$ cat config.mk
export PLATFORM = sky130hd
export DESIGN_NAME = sdram_port_arbiter
export DESIGN_NICKNAME = d
export VERILOG_FILES = /design/src/rtl/sdram_port_arbiter_pkg.sv /design/src/rtl/sdram_rr_pick.sv /design/src/rtl/sdram_port_arbiter.sv
export SDC_FILE = /design/constraint.sdc
export NUM_CORES = 1
export LEC_CHECK = 0
export BUFFER_PORTS_ARGS = -buffer_cell sky130_fd_sc_hd__buf_2
export CORE_MARGIN = 2
export CORE_UTILIZATION = 44
export CTS_CLUSTER_DIAMETER = 30
export DETAILED_ROUTE_END_ITERATION = 7
export PLACE_DENSITY = 0.86
export SYNTH_ARGS = -nofsm -noshare
export SYNTH_HDL_FRONTEND = slang
export SYNTH_SLANG_ARGS = --single-unit
$ cat constraint.sdc
create_clock -name i_clk -period 2 [get_ports i_clk]
set_input_delay 0.1 -clock i_clk [delete_from_list [all_inputs] [get_ports i_clk]]
set_output_delay 0.1 -clock i_clk [all_outputs]
set_load 0.01 [all_outputs]
$ cat src/rtl/sdram_port_arbiter_pkg.sv
// Shared types and helpers for the SDRAM port arbiter.
// Holds the FSM state encoding and refresh interval math.
package sdram_port_arbiter_pkg;

    typedef enum logic [1:0] {
        ST_IDLE  = 2'd0,
        ST_ISSUE = 2'd1,
        ST_WAIT  = 2'd2
    } state_e;

    // Cycles between auto-refresh requests at the given clock rate.
    function automatic int refresh_cycles(input int freq, input int us);
        return freq / 1_000_000 * us;
    endfunction

    // Index width for a port count; never narrower than one bit.
    function automatic int idx_w(input int n);
        return (n > 1) ? $clog2(n) : 1;
    endfunction

endpackage

$ cat src/rtl/sdram_rr_pick.sv
// Combinational round-robin picker.
// Returns the first requester at or after ptr, wrapping cyclically.
module sdram_rr_pick
    import sdram_port_arbiter_pkg::*;
#(
    parameter int N  = 2,
    parameter int IW = idx_w(N)
) (
    input  logic [N-1:0]  req,
    input  logic [IW-1:0] ptr,
    output logic [N-1:0]  onehot,
    output logic [IW-1:0] idx,
    output logic          any
);

    // Scan N slots starting at ptr and keep the first hit.
    always_comb begin
        onehot = '0;
        idx    = '0;
        any    = 1'b0;
        for (int i = 0; i < N; i++) begin
            if (!any && req[(int'(ptr) + i) % N]) begin
                any = 1'b1;
                idx = IW'((int'(ptr) + i) % N);
                onehot[(int'(ptr) + i) % N] = 1'b1;
            end
        end
    end

endmodule

$ cat src/rtl/sdram_port_arbiter.sv
// N-port front end for the SDRAM controller.
// Round-robin client service with periodic auto-refresh that always wins.
module sdram_port_arbiter
    import sdram_port_arbiter_pkg::*;
#(
    parameter int NUM_PORTS  = 2,
    parameter int ADDR_W     = 23,
    parameter int DATA_W     = 32,
    parameter int FREQ       = 27_000_000,
    parameter int REFRESH_US = 15
) (
    input  logic                        i_clk,
    input  logic                        i_rst,
    input  logic [NUM_PORTS-1:0]        i_req,
    input  logic [NUM_PORTS-1:0]        i_we,
    input  logic [NUM_PORTS*ADDR_W-1:0] i_addr,
    input  logic [NUM_PORTS*DATA_W-1:0] i_wdata,
    output logic [NUM_PORTS-1:0]        o_gnt,
    output logic [NUM_PORTS-1:0]        o_done,
    output logic [DATA_W-1:0]           o_rdata,
    output logic                        o_sd_rd,
    output logic                        o_sd_wr,
    output logic                        o_sd_refresh,
    output logic [ADDR_W-1:0]           o_sd_addr,
    output logic [DATA_W-1:0]           o_sd_din,
    input  logic [DATA_W-1:0]           i_sd_dout,
    input  logic                        i_sd_busy,
    output logic                        o_refresh_late
);

    localparam int IW = idx_w(NUM_PORTS);
    localparam int RC = refresh_cycles(FREQ, REFRESH_US);
    localparam int CW = $clog2(RC + 1);

    state_e                state_q, state_d;
    logic [IW-1:0]         rr_ptr_q, rr_ptr_d;
    logic [IW-1:0]         win_q, win_d;
    logic                  wr_op_q, wr_op_d;
    logic                  ref_op_q, ref_op_d;
    logic [CW-1:0]         cnt_q, cnt_d;
    logic                  pend_q, pend_d;
    logic                  late_q, late_d;
    logic [NUM_PORTS-1:0]  gnt_q, gnt_d;
    logic [NUM_PORTS-1:0]  done_q, done_d;
    logic [DATA_W-1:0]     rdata_q, rdata_d;
    logic                  sd_rd_q, sd_rd_d;
    logic                  sd_wr_q, sd_wr_d;
    logic                  sd_ref_q, sd_ref_d;
    logic [ADDR_W-1:0]     addr_q, addr_d;
    logic [DATA_W-1:0]     din_q, din_d;

    logic [NUM_PORTS-1:0]  pick_onehot;
    logic [IW-1:0]         pick_idx;
    logic                  pick_any;
    logic                  wrap;
    logic                  pend_clr;
    logic [IW-1:0]         nxt_ptr;

    sdram_rr_pick #(
        .N  (NUM_PORTS),
        .IW (IW)
    ) u_pick (
        .req    (i_req),
        .ptr    (rr_ptr_q),
        .onehot (pick_onehot),
        .idx    (pick_idx),
        .any    (pick_any)
    );

    // Next state: refresh timer, arbitration FSM and datapath latches.
    always_comb begin
        state_d  = state_q;
        rr_ptr_d = rr_ptr_q;
        win_d    = win_q;
        wr_op_d  = wr_op_q;
        ref_op_d = ref_op_q;
        gnt_d    = '0;
        done_d   = '0;
        rdata_d  = rdata_q;
        sd_rd_d  = sd_rd_q;
        sd_wr_d  = sd_wr_q;
        sd_ref_d = sd_ref_q;
        addr_d   = addr_q;
        din_d    = din_q;
        pend_clr = 1'b0;

        wrap    = (cnt_q == CW'(RC - 1));
        cnt_d   = wrap ? '0 : cnt_q + CW'(1);
        late_d  = late_q | (wrap & pend_q);
        nxt_ptr = (win_q == IW'(NUM_PORTS - 1)) ? '0 : win_q + IW'(1);

        unique case (state_q)
            ST_IDLE: begin
                if (!i_sd_busy) begin
                    if (pend_q) begin
                        sd_ref_d = 1'b1;
                        ref_op_d = 1'b1;
                        pend_clr = 1'b1;
                        state_d  = ST_ISSUE;
                    end else if (pick_any) begin
                        win_d    = pick_idx;
                        wr_op_d  = i_we[pick_idx];
                        ref_op_d = 1'b0;
                        addr_d   = i_addr[int'(pick_idx)*ADDR_W +: ADDR_W];
                        din_d    = i_wdata[int'(pick_idx)*DATA_W +: DATA_W];
                        gnt_d    = pick_onehot;
                        sd_wr_d  = i_we[pick_idx];
                        sd_rd_d  = !i_we[pick_idx];
                        state_d  = ST_ISSUE;
                    end
                end
            end
            ST_ISSUE: begin
                if (i_sd_busy) begin
                    sd_rd_d  = 1'b0;
                    sd_wr_d  = 1'b0;
                    sd_ref_d = 1'b0;
                    state_d  = ST_WAIT;
                end
            end
            ST_WAIT: begin
                if (!i_sd_busy) begin
                    state_d = ST_IDLE;
                    if (!ref_op_q) begin
                        done_d   = NUM_PORTS'(1) << win_q;
                        rr_ptr_d = nxt_ptr;
                        if (!wr_op_q) begin
                            rdata_d = i_sd_dout;
                        end
                    end
                end
            end
            default: state_d = ST_IDLE;
        endcase

        // A wrap in the same cycle as a refresh issue re-arms the request.
        pend_d = wrap ? 1'b1 : (pend_clr ? 1'b0 : pend_q);
    end

    // State and output registers with synchronous reset.
    always_ff @(posedge i_clk) begin
        if (i_rst) begin
            state_q  <= ST_IDLE;
            rr_ptr_q <= '0;
            win_q    <= '0;
            wr_op_q  <= 1'b0;
            ref_op_q <= 1'b0;
            cnt_q    <= '0;
            pend_q   <= 1'b0;
            late_q   <= 1'b0;
            gnt_q    <= '0;
            done_q   <= '0;
            rdata_q  <= '0;
            sd_rd_q  <= 1'b0;
            sd_wr_q  <= 1'b0;
            sd_ref_q <= 1'b0;
            addr_q   <= '0;
            din_q    <= '0;
        end else begin
            state_q  <= state_d;
            rr_ptr_q <= rr_ptr_d;
            win_q    <= win_d;
            wr_op_q  <= wr_op_d;
            ref_op_q <= ref_op_d;
            cnt_q    <= cnt_d;
            pend_q   <= pend_d;
            late_q   <= late_d;
            gnt_q    <= gnt_d;
            done_q   <= done_d;
            rdata_q  <= rdata_d;
            sd_rd_q  <= sd_rd_d;
            sd_wr_q  <= sd_wr_d;
            sd_ref_q <= sd_ref_d;
            addr_q   <= addr_d;
            din_q    <= din_d;
        end
    end

    assign o_gnt          = gnt_q;
    assign o_done         = done_q;
    assign o_rdata        = rdata_q;
    assign o_sd_rd        = sd_rd_q;
    assign o_sd_wr        = sd_wr_q;
    assign o_sd_refresh   = sd_ref_q;
    assign o_sd_addr      = addr_q;
    assign o_sd_din       = din_q;
    assign o_refresh_late = late_q;

endmodule
==> qor.txt, run 1 <==
routed vias/inst: 5.258
post_cts resized: 0
Die Y: 104.2 um
Clk Latency, worst-skew pair: 0.37 ns
Antenna Nets Post-Route: 0
Least-Margin Pin Slew: 0.5307 ns
Peak VDD IR: 358.5 uV
most frequent cells in the layout: buf_2 (242), nand2_1 (123), dfxtp_1 (111)
IO buf count: 243
first-pass GRT wire length: 25650 um
initial detailed-routing violation count: 425
I/O pins: 244
DRT Wirelength: 15910 um
CP arrival: 2.07 ns
Net Sw Frac: 28.83%
# H-tree levels: 3
Die Area: 10860 um2
Power Density: 669.9 nW/um2
switching pwr: 0.001313 W
CTS sink count: 111
top_reg_cell synth: dfxtp_1
DR WL/cell: 15.94 um
GRT Util Overall: 29.05%
CTS Buffer Depth: 2
Slew headroom: 64.62%
synthesized area: 4417 um2
most common cell after layout, fill and taps aside: buf_2
Hold Crit Class: in -> reg
min Tclk post-route: 1.825 ns
max_cap viols: 0
Starting Density: 45.19%
row cnt: 36
Hold Fails Final Rpt: 0
Clock Skews: 0.01197 ns
Final Cycle Share: 91.27%
layout cells sized above 1: 31.45%
initial antenna violation count: 0
layout filler cell count: 744
Max Clk Rate: 547.8 MHz
CP endpoint kind: register
Layout Nets: 1012
Total Neg Setup Slack: 0 ns
Reg clk slew, reported paths: 0.09 ns
ant diodes: 0
Yosys reg bits: 111
max-slew violation count: 0
synthesized netlist cell count: 554
WP data required: 2.24 ns
post-synthesis net count: 705
async set-reset flop share out of synthesis: 0%
outcome: finished clean
CP startpoint kind: input pin
core box area: 9774 um2
synth warn: 0
CTS Buf Count: 9
vias: 5247
number of enable flip-flop cells after synthesis: 0
sequential area share after synthesis: 50.31%
final core area utilization: 69.56%
static leakage: 3.152 nW
internal power: 0.003242 W
dpl hpwl: 8907 um
crit path max fanout: 32
Clk pwr share: 26.8%
Seq pwr share: 52.7%
number of remaining DRC errors: 0
CTS tree: yes
routability congestion estimate: 0.8224
CP Class: in -> reg
vias in the first global route: 5200
clk root buf: clkbuf_8
Post-Syn Area per Cell: 7.972 um2
gr ovfl total: 0
DIE WIDTH: 104.2 um
P&R area growth vs syn: 53.94%
largest net degree at the start of global routing: 61
setup violators final: 0
RSZ-0062 raised after global routing: false
Synth cell types: 36
combinational group share of total power: 20.5%
router iterations before antenna repair: 5
-- routing by layer --
metal  track usage [%]  wire [um]  vias to the layer above
li1                  -          -                     2486
met1             33.71       6128                     2372
met2             51.08       7765                      340
met3             6.830       1429                       49
met4             12.45        586                        0
met5                 0          0                        -
-- flip-flops by register name, indices dropped and copies added, names as in the netlist --
name	flops
o_rdata	32
o_sd_din	32
o_sd_addr	23
cnt_q	9
o_done	2
o_gnt	2
state_q	2
o_refresh_late	1
o_sd_rd	1
o_sd_refresh	1
o_sd_wr	1
pend_q	1
ref_op_q	1
rr_ptr_q	1
win_q	1
wr_op_q	1
-- worst max-delay path, cell delays in order --
cell and delay, ns:
dlygate4sd3_1 0.55, buf_2 0.16, or4b_1 0.58, or2_1 0.25, buf_4 0.23, nand2_1 0.11
a21oi_1 0.08
-- path summary, 6_finish.rpt --
kind                from           to  slack (ns)  cells past startpoint
min reg2reg  o_rdata[16]  o_rdata[16]        0.46                      2
max            i_sd_busy  o_rdata[15]        0.17                      7
min             i_req[1]     o_gnt[0]        0.03                      2
max reg2reg   state_q[1]  o_rdata[15]        0.19                      5
-- cells by family (layout without fill, tap and decap cells) --
family / after synthesis / count (layout) / share of synthesized area [%]
adders and majority gates: 2 / 2 / 0.5665
xor gates and xnor gates: 8 / 8 / 1.586
muxes: 1 / 1 / 0.2266
AOI/OAI and AO/OA: 156 / 156 / 21.33
buffers and inverters: 52 / 363 / 5.326
and+or+nand+nor: 224 / 224 / 20.65
DFF: 111 / 111 / 50.31
-- area by class of cell --
class	count	area, um2	area share (%)
Sequential cell	111	2222	32.68
Tap cell	133	166.4	2.448
Timing Repair Buffer	342	2247	33.05
Inverter	6	22.52	0.3312
Clock buffer	10	127.6	1.877
Multi-Input combinational cell	391	1973	29.02
Clock inverter	5	40.04	0.5889
-- metrics by stage --
step	area (um2)	total power [W]	hold slack, ns	setup slack [ns]	std cells
floorplan	4417	0.002840	0.1897	0.3279	554
global placement	5741	0.003193	0.3418	0.2720	894
detailed placement	5741	0.003206	0.3471	0.2295	894
CTS	6799	0.004548	0.01950	0.2012	998
global route	6799	0.004763	0.02373	0.06040	998
finish	6799	0.004555	0.03446	0.1747	998
-- power groups by stage --
stage / clock (W) / sequential [W] / combinational (W)
2_1_floorplan: 0 / 0.00250 / 0.000344
3_3_place_gp: 0 / 0.00244 / 0.000750
3_5_place_dp: 0 / 0.00245 / 0.000759
4_1_cts: 0.00126 / 0.00240 / 0.000893
5_1_grt: 0.00134 / 0.00241 / 0.00101
6_report: 0.00122 / 0.00240 / 0.000935
-- cell usage after synthesis (2+ instances only) --
library cell  count  area (um2)
buf_6             4       45.04
nand4b_1          2       17.52
nand2b_1          2       12.51
inv_1             6       22.52
nor2_1           77       289.0
a2111oi_0         2       17.52
buf_2             8       40.04
xnor2_1           7       61.31
nor3_1            3       15.01
nand3_1           3       15.01
a211oi_1         55       412.9
clkbuf_1         30       112.6
buf_1             4       15.01
nor3b_1           2       15.01
dfxtp_1         111        2222
ha_1              2       25.02
nand2_1         123       461.7
a21oi_1          92       460.4
nand3b_1          4       30.03
-- what timing repair did --
item                                   4_1_cts  5_1_grt
hold buffers                                89        0
setup buffers                                0        0
setup endpoints to repair                    0        0
endpoints found under the hold margin       88        0
(Power assumes the default switching activity.)
==> run 2: changes to the inputs <==
Settings changed: CORE_UTILIZATION 44 to 48, PLACE_DENSITY 0.86 to 0.93.
Clock period 2 ns to 2.2 ns, I/O delays scaled along.
==> run 2 against run 1 <==
Compared with the run above: utilization grew 5.3 points; sequential share of layout area grew 0.054 points; clock skew grew 0.0046 ns; critical path type unchanged.
==> qor.txt, run 2 (synthesized netlist as in run 1, its figures left out) <==
max_cap viols: 0 (unchanged)
dpl hpwl: 8594 um (was 8907 um)
CP Class: in -> reg (unchanged)
I/O pins: 244 (unchanged)
DRT Wirelength: 16800 um (was 15910 um)
Die Area: 9985 um2 (was 10860 um2)
CP cell instances: dlygate4sd3_1 -> buf_2 -> nor2_1 -> and3b_2 -> buf_12 -> nor2_1 -> a311oi_1 -> dlygate4sd3_1 (was dlygate4sd3_1 -> buf_2 -> or4b_1 -> or2_1 -> buf_4 -> nand2_1 -> a21oi_1)
vias: 5371 (was 5247)
router iterations before antenna repair: 5 (unchanged)
DR WL/cell: 17.21 um (was 15.94 um)
routed vias/inst: 5.503 (was 5.258)
setup violators final: 0 (unchanged)
Layout Nets: 1011 (was 1012)
Seq pwr share: 51.3% (was 52.7%)
Starting Density: 48.72% (was 45.19%)
crit path launch: i_sd_busy (unchanged)
Reg-to-Reg Start: state_q[1] (unchanged)
routability congestion estimate: 0.8457 (was 0.8224)
Final Cycle Share: 95.91%
post_cts resized: 0 (unchanged)
vias in the first global route: 5140 (was 5200)
CP startpoint kind: input pin (unchanged)
clk root buf: clkbuf_8 (unchanged)
max-slew violation count: 0 (unchanged)
RSZ-0062 raised after global routing: false (unchanged)
gr ovfl total: 0 (unchanged)
Slowest cell on crit path: dlygate4sd3_1 (was or4b_1)
post-CTS setup buffer count: 0 (unchanged)
initial detailed-routing violation count: 306 (was 425)
Peak VDD IR: 367.1 uV (was 358.5 uV)
post-place setup slack: 0.4019 ns (was 0.2295 ns)
placed inst area: 5680 um2 (was 5741 um2)
DIE WIDTH: 99.93 um (was 104.2 um)
Slew headroom: 50.30% (was 64.62%)
Total Neg Setup Slack: 0 ns (unchanged)
R2R setup slack: 0.15 ns (was 0.19 ns)
IO buf count: 243 (unchanged)
Max Clk Rate: 474.0 MHz
number of remaining DRC errors: 0 (unchanged)
layout cells sized above 1: 31.68% (was 31.45%)
CTS Buffer Depth: 2 (unchanged)
CTS Buf Count: 9 (unchanged)
# H-tree levels: 3 (unchanged)
core box area: 9065 um2 (was 9774 um2)
final instance area: 6788 um2 (was 6799 um2)
CP endpoint kind: register (unchanged)
hold wc startpoint: i_sd_dout[3] (was i_req[1])
crit path max fanout: 30 (was 32)
ant diodes: 0 (unchanged)
WP data required: 2.52 ns (was 2.24 ns)
Clock Skews: 0.01656 ns (was 0.01197 ns)
Die Y: 99.93 um (was 104.2 um)
GRT Util Overall: 31.46% (was 29.05%)
largest net degree at the start of global routing: 75 (was 61)
switching pwr: 0.001280 W (was 0.001313 W)
Worst Slack Setup Final: 0.09008 ns (was 0.1747 ns)
Hold Crit Class: in -> reg (unchanged)
outcome: finished clean (unchanged)
static leakage: 3.158 nW (was 3.152 nW)
Least-Margin Pin Slew: 0.7455 ns (was 0.5307 ns)
CTS sink count: 111 (unchanged)
Crit path largest cell delay: 0.57 ns (was 0.58 ns)
Hold Fails Final Rpt: 0 (unchanged)
Antenna Nets Post-Route: 0 (unchanged)
most common cell after layout, fill and taps aside: buf_2 (unchanged)
Net Sw Frac: 30.06% (was 28.83%)
internal power: 0.002977 W (was 0.003242 W)
combinational group share of total power: 20.3% (was 20.5%)
row cnt: 35 (was 36)
P&R area growth vs syn: 53.68% (was 53.94%)
initial antenna violation count: 0 (unchanged)
first-pass GRT wire length: 25120 um (was 25650 um)
layout filler cell count: 592 (was 744)
Power Density: 627.1 nW/um2 (was 669.9 nW/um2)
Reg clk slew, reported paths: 0.12 ns (was 0.09 ns)
Clk Latency, worst-skew pair: 0.37 ns (about the same)
CTS tree: yes (unchanged)
most frequent cells in the layout: buf_2 (242), nand2_1 (123), dfxtp_1 (111) (unchanged)
CP arrival: 2.43 ns (was 2.07 ns)
min Tclk post-route: 2.110 ns
Clk pwr share: 28.4% (was 26.8%)
run 2: cell type report:
cell class,instances,area (um2),share of cell area [%]
inverter,6,22.52,0.3318
tap,111,138.9,2.046
timing repair buffer,341,2230,32.85
sequential,111,2222,32.74
clock inverter,7,77.57,1.143
multi-input combinational,391,1973,29.07
clock buffer,9,123.9,1.825
run 2: timing repair:
action                                  4_1_cts  5_1_grt
endpoints found under the setup margin        0        1
hold endpoints to repair                     86        1
hold buffers                                 87        1
run 2: power groups by stage:
stage	combinational, W	clock (W)	sequential [W]
4_1_cts	0.000803	0.00123	0.00218
2_1_floorplan	0.000313	0	0.00227
5_1_grt	0.000925	0.00131	0.00219
3_5_place_dp	0.000681	0	0.00222
6_report	0.000864	0.00121	0.00218
3_3_place_gp	0.000672	0	0.00222
run 2: path summary, 6_finish.rpt:
kind                 endpoint  depth (start not counted)
hold / removal     o_rdata[3]                          3
setup reg to reg  o_sd_din[8]                          6
setup / recovery  o_sd_din[8]                          8
hold reg to reg    o_rdata[8]                          2
run 2: worst max-delay path: cells and delay by family:
kind	cells	cell delay (ns)
and+or+nand+nor	3	0.60
AOI/OAI and AO/OA	1	0.22
buffers and inverters	4	1.49
run 2: metal layers:
metal  part of all wire, %  track usage (%)  up-vias  wire length [um]
met5                     0                0        -                 0
met1                    35            34.19     2426              5916
met2                    50            56.24      392              8447
li1                      -                -     2485                 -
met4                   4.6            16.02        0               779
met3                   9.8            8.426       68              1651
run 2: through the flow:
| step | instances | hold WS (ns) | power, W | utilization [%] |
|---|---|---|---|---|
| after global routing | 976 | 0.01628 | 0.004427 | 74.88 |
| after detailed placement | 871 | 0.3553 | 0.002903 | 62.66 |
| final | 976 | 0.01816 | 0.004257 | 74.88 |
| after CTS | 974 | 0.002771 | 0.004205 | 74.49 |
| after global placement | 871 | 0.3527 | 0.002888 | 62.66 |
| after floorplan | 554 | 0.1997 | 0.002582 | - |
